===== config.mk =====
export PLATFORM = sky130hd
export DESIGN_NAME = fetch_controller
export DESIGN_NICKNAME = d
export VERILOG_FILES = /design/src/rtl/fetch_controller.sv
export SDC_FILE = /design/constraint.sdc
export NUM_CORES = 1
export LEC_CHECK = 0
export BUFFER_PORTS_ARGS = -buffer_cell sky130_fd_sc_hd__buf_2
export CORE_MARGIN = 2
export CORE_UTILIZATION = 47
export CTS_CLUSTER_DIAMETER = 40
export DETAILED_ROUTE_END_ITERATION = 8
export PLACE_DENSITY_LB_ADDON = 0.2
export SLEW_MARGIN = 20
export SYNTH_ARGS = -nofsm -noshare
export SYNTH_HDL_FRONTEND = slang
export SYNTH_SLANG_ARGS = --single-unit

===== constraint.sdc =====
create_clock -name Clock -period 1.9 [get_ports Clock]
set_input_delay 0.19 -clock Clock [delete_from_list [all_inputs] [get_ports Clock]]
set_output_delay 0.19 -clock Clock [all_outputs]
set_load 0.005 [all_outputs]

===== src/rtl/fetch_controller.sv =====
// fetch_controller: instruction fetch sequencer for the lab 8-bit processor.
// Owns the fetch program counter, drives the instruction memory address,
// captures fetched bytes into an instruction register and offers them to the
// decoder over a valid/ready handshake. Branch requests redirect fetch with a
// one-cycle bubble.
// Optional build macro: FETCH_HALT_DETECT_EN -- when defined, accepting the
// HALT_OPCODE byte in RUN stops fetch and parks the controller in HALT.
module fetch_controller #(
  parameter int                   ADDR_W      = 8,
  parameter int                   INSTR_W     = 8,
  parameter logic [ADDR_W-1:0]    RESET_PC    = '0,
  parameter logic [INSTR_W-1:0]   HALT_OPCODE = 8'hFF
) (
  input  logic               Clock,
  input  logic               Resetn,
  input  logic               run,
  output logic [ADDR_W-1:0]  mem_addr,
  input  logic [INSTR_W-1:0] mem_q,
  output logic [INSTR_W-1:0] instr,
  output logic               instr_valid,
  input  logic               instr_ready,
  output logic [ADDR_W-1:0]  pc,
  input  logic               branch_take,
  input  logic [ADDR_W-1:0]  branch_target,
  output logic [1:0]         state,
  output logic               halted
);

  typedef enum logic [1:0] {
    S_IDLE = 2'd0,
    S_RUN  = 2'd1,
    S_HALT = 2'd2
  } state_t;

  state_t             cur_state, state_nxt;
  logic [ADDR_W-1:0]  fetch_pc, fetch_pc_nxt;
  logic [ADDR_W-1:0]  pc_nxt;
  logic [INSTR_W-1:0] instr_nxt;
  logic               valid_nxt;

  logic accept;
  logic free;

  assign accept   = instr_valid & instr_ready;
  assign free     = ~instr_valid | accept;
  assign mem_addr = fetch_pc;
  assign state    = cur_state;

`ifdef FETCH_HALT_DETECT_EN
  assign halted = (cur_state == S_HALT);
`else
  assign halted = 1'b0;
  // Halt detection is compiled out; the opcode parameter is intentionally idle.
  logic unused_halt_opcode;
  assign unused_halt_opcode = ^HALT_OPCODE;
`endif

  // State and datapath registers; reset discards any in-flight instruction.
  // NOTE: sequential state uses non-blocking (<=) so every register samples
  // pre-edge values regardless of statement order.
  always_ff @(posedge Clock or negedge Resetn) begin
    if (!Resetn) begin
      cur_state   <= S_IDLE;
      fetch_pc    <= RESET_PC;
      instr       <= '0;
      pc          <= '0;
      instr_valid <= 1'b0;
    end else begin
      cur_state   <= state_nxt;
      fetch_pc    <= fetch_pc_nxt;
      instr       <= instr_nxt;
      pc          <= pc_nxt;
      instr_valid <= valid_nxt;
    end
  end

  // Next-state and next-register values; branch beats halt beats pause beats fetch.
  always_comb begin
    // NOTE: every output of this block gets a hold default first, so no path
    // leaves a signal unassigned and no latch is inferred.
    state_nxt    = cur_state;
    fetch_pc_nxt = fetch_pc;
    instr_nxt    = instr;
    pc_nxt       = pc;
    valid_nxt    = instr_valid;

    case (cur_state)
      S_IDLE: begin
        // No fetch; a pending instruction can still be consumed.
        if (accept) valid_nxt = 1'b0;
        if (branch_take) begin
          fetch_pc_nxt = branch_target;
          valid_nxt    = 1'b0;
        end
        if (run) state_nxt = S_RUN;
      end

      S_RUN: begin
        if (branch_take) begin
          // Flush: the slot is emptied whether or not it was accepted.
          fetch_pc_nxt = branch_target;
          valid_nxt    = 1'b0;
        end
`ifdef FETCH_HALT_DETECT_EN
        else if (accept && (instr == HALT_OPCODE)) begin
          // Halt consumed; suppress the fetch, fetch_pc already points past it.
          state_nxt = S_HALT;
          valid_nxt = 1'b0;
        end
`endif
        else if (!run) begin
          state_nxt = S_IDLE;
          if (accept) valid_nxt = 1'b0;
        end else if (free) begin
          instr_nxt    = mem_q;
          pc_nxt       = fetch_pc;
          valid_nxt    = 1'b1;
          fetch_pc_nxt = fetch_pc + ADDR_W'(1);
        end
      end

      S_HALT: begin
        valid_nxt = 1'b0;
        if (branch_take) fetch_pc_nxt = branch_target;
        if (!run) state_nxt = S_IDLE;
      end

      default: state_nxt = S_IDLE;
    endcase
  end

endmodule


==> results by group <==
Worst setup path
  • Worst R2R Path Depth: 3
  • RR Endpoint: pc[5]
  • Critical path class: reg2reg
  • CP required: ~2.1 ns
  • Max incr delay on CP: 0.43 ns
  • Startpoint types: flip-flop
  • Crit-path max FO: 16
  • WP data arrival: between 1.5 and 2 ns
  • Crit. End Element: flip-flop
  • CP Cell Sequence: and2b_2, nand3_4, mux2_4
  • Crit-path slowest cell: dfrtp_1
  • Reg2Reg Setup Slack: 0.39 ns
  • Reg-to-Reg Start: state[0]

Yosys
  • Syn avg cell area: roughly 13 um^2
  • Synthesized flop and latch total: 26
  • Distinct cells, synth: 30
  • Yosys top cell area share: a little over half
  • Cell Area, Synth: 1207 um^2
  • Largest cells by area after synthesis: dfrtp_1 (54%), mux2_4 (12%), mux2_2 (5.6%), nand2_1 (3.1%), a2bb2oi_1 (2.2%)
  • Share of the yosys chip area belonging to registers: 53.89%
  • Area leader, netlist: dfrtp_1
  • Synth warn: 0
  • Gate Count Post-Synth: 96

Die
  • Die area: ~3000 um^2
  • Core area: roughly 2500 um^2
  • Die Y: 54.69 um
  • Initial Util: 49.18%
  • Top Ports: 49
  • Die X-Extent: between 50 and 60 um
  • # rows: 18

Timing
  • Count of final hold-check violations: 0
  • Tmin final: roughly 1.5 ns
  • Fin crit share: about four fifths
  • Final Max Slew Viols: 0
  • Slew @ Worst Pin: roughly 0.55 ns
  • Setup total negative slack: 0 ns
  • Rel. slew slack: between 60% and 70%
  • Fin Hold WS: roughly 0.070 ns
  • Fin worst setup slack: 0.3851 ns
  • RSZ-0062 raised after global routing: false
  • Fmax: between 600 and 700 MHz
  • Layout Skew: ~0.0024 ns
  • Final setup viols: 0

CTS
  • Htree depth: 1
  • Worst-path clk slew: around 0.13 ns
  • Clk buf depth: 2
  • Root Driver: clkbuf_4
  • CTS tree: yes
  • CTS Sinks: 26
  • Clk_lat worst skew: 0.32 ns
  • CTS Buf Count: 3

Detailed routing
  • DR iter-0 viols: 12
  • Drt first pass iters: 4
  • Final ANT Viol Nets: 0
  • Final wirelength: 2182 um
  • Routed wl met3: 157 um
  • Routed wl met2: around 1000 um
  • Vias: 894
  • DR WL/cell: between 10 and 15 um
  • M1 wire length: 1008 um
  • Top Metal Used: met4
  • Routed vias/inst: slightly above 5
  • Remaining DRCs: 0

Place
  • DP HPWL: about 1600 um
  • Placed cell area: ~1400 um^2
  • Port bufs: between 40 and 50
  • Pre-CTS worst setup slack: about 0.38 ns
  • Gp weighted congestion: approximately 0.75

Layout
  • Area of the multi-input gates: around 530 um^2
  • Final std cell area, no fill: ~1500 um^2
  • Register Area: around 650 um^2
  • Antenna Cells: 0
  • FILL cells: between 200 and 250
  • Share of layout cells above drive strength 1: roughly half
  • Synthesis-to-layout area growth: 23.42%
  • Layout Nets: 166

Worst hold path
  • Hold Crit Start: branch_target[4]
  • Worst hold path stage count: 3
  • Sink of the worst hold path: mem_addr[4]
  • Hold Path Class: in2reg

GRT
  • Vias in the first global route: approximately 770
  • Largest net degree at the start of global routing: 27
  • First-pass GRT wire length: approximately 3300 um
  • Antenna violations before repair: 0
  • GRT Overall Usage: about 16%
  • Grt total ovfl: 0

Power and ir drop
  • Power, Total: 1380 uW
  • Peak VDD IR: a little under 0.7 mV
  • Leakage power: roughly 0.00074 uW
  • Power Dens Cells: roughly 930 nW/um^2

Job
  • Max-cap violations: 0

Outcome
  • Outcome: completed
[cell usage after synthesis]
| master | count |
|---|---|
| xnor2_1 | 3 |
| conb_1 | 1 |
| nor2b_1 | 1 |
| and3_1 | 1 |
| mux2_2 | 6 |
| xor2_1 | 1 |
| o21ai_0 | 5 |
| buf_6 | 1 |
| a21oi_1 | 4 |
| nand2_1 | 10 |
| o22ai_1 | 3 |
| and2b_2 | 1 |
| nand3_4 | 1 |
| mux2i_1 | 1 |
| nand2b_1 | 1 |
| a31oi_1 | 1 |
| ha_1 | 1 |
| dfrtp_1 | 26 |
| nand4_1 | 2 |
| buf_4 | 2 |
| a2bb2oi_1 | 3 |
| nor3_1 | 2 |
| buf_2 | 1 |
| nand3_1 | 3 |
| or2_2 | 1 |
| and4_1 | 1 |
| mux2_4 | 10 |
| a21o_1 | 1 |
| nor2_1 | 1 |
| clkbuf_1 | 1 |
[sequential cells by signal, summed over array words and instances, names as in the netlist]
name,count
state,1
instr_valid,1
pc,8
mem_addr,8
instr,8
[per-stage QoR]
| stage | utilization, % | cells |
|---|---|---|
| floorplan | - | 97 |
| global placement | 58.82 | 168 |
| detailed placement | 58.82 | 168 |
| CTS | 60.70 | 173 |
| global route | 60.70 | 173 |
| finish | 60.70 | 173 |
[area by class of cell]
type | count | share of cell area, %
Sequential cell | 26 | 43.66
Multi-Input combinational cell | 66 | 35.26
Timing Repair Buffer | 47 | 16.12
Tap cell | 30 | 2.519
Clock buffer | 4 | 2.435
[placed cells by master (no fill, tap or decap), types with 2 or more instances in the layout]
cell	Yosys	layout
dfrtp_1	26	26
clkbuf_4	0	3
mux2_4	10	10
nand3_1	3	3
nor3_1	2	2
nand2_1	10	10
a2bb2oi_1	3	3
mux2_2	6	6
conb_1	1	2
o22ai_1	3	3
nand4_1	2	2
o21ai_0	5	5
a21oi_1	4	4
buf_2	1	46
xnor2_1	3	3
[worst max-delay path by stage]
stage	slack (ns)	end	from	cells past startpoint
global route	0.29	pc[1]	state[0]	3
global placement	0.42	instr[5]	branch_take	4
CTS	0.38	pc[4]	state[0]	3
detailed placement	0.38	pc[6]	branch_take	4
floorplan	0.55	instr[0]	state[0]	4
finish	0.39	pc[5]	state[0]	3
[cell families (layout without fill, tap and decap cells)]
group | after synthesis | count (layout) | synth area share, %
other | 1 | 2 | 0.3106
AO/OA/AOI/OAI | 17 | 17 | 8.602
flip-flops | 26 | 26 | 53.89
multiplexers | 17 | 17 | 18.86
adder cells (fa/ha/maj) | 1 | 1 | 1.036
AND/OR/NAND/NOR | 25 | 25 | 11.50
buffers and inverters | 5 | 51 | 2.900
XOR/XNOR | 4 | 4 | 2.902
[where the power goes]
group          internal, uW  leakage, uW  total (uW)  switching, uW
sequential              664     0.000307         747           82.6
clock                   117    0.0000210         268            151
combinational           228     0.000414         365            137
[per-layer routing]
| metal | GRT usage [%] | vias to the layer above |
|---|---|---|
| met3 | 5.738 | 2 |
| li1 | - | 435 |
| met4 | 2.500 | 0 |
| met5 | 0 | - |
| met1 | 22.09 | 427 |
| met2 | 24.01 | 30 |
[timing repair]
item / CTS / global route
hold buffers: 1 / 0
hold endpoints to repair: 26 / 0
setup buffers: 0 / 0
resized for setup: 0 / 0
[critical path, delay by kind of cell, from the launching register on]
family / cells / cell delay (ns)
flip-flops: 1 / 0.43
AND/OR/NAND/NOR: 2 / 0.60
multiplexers: 1 / 0.38
Power figures use the tool's default switching activity.
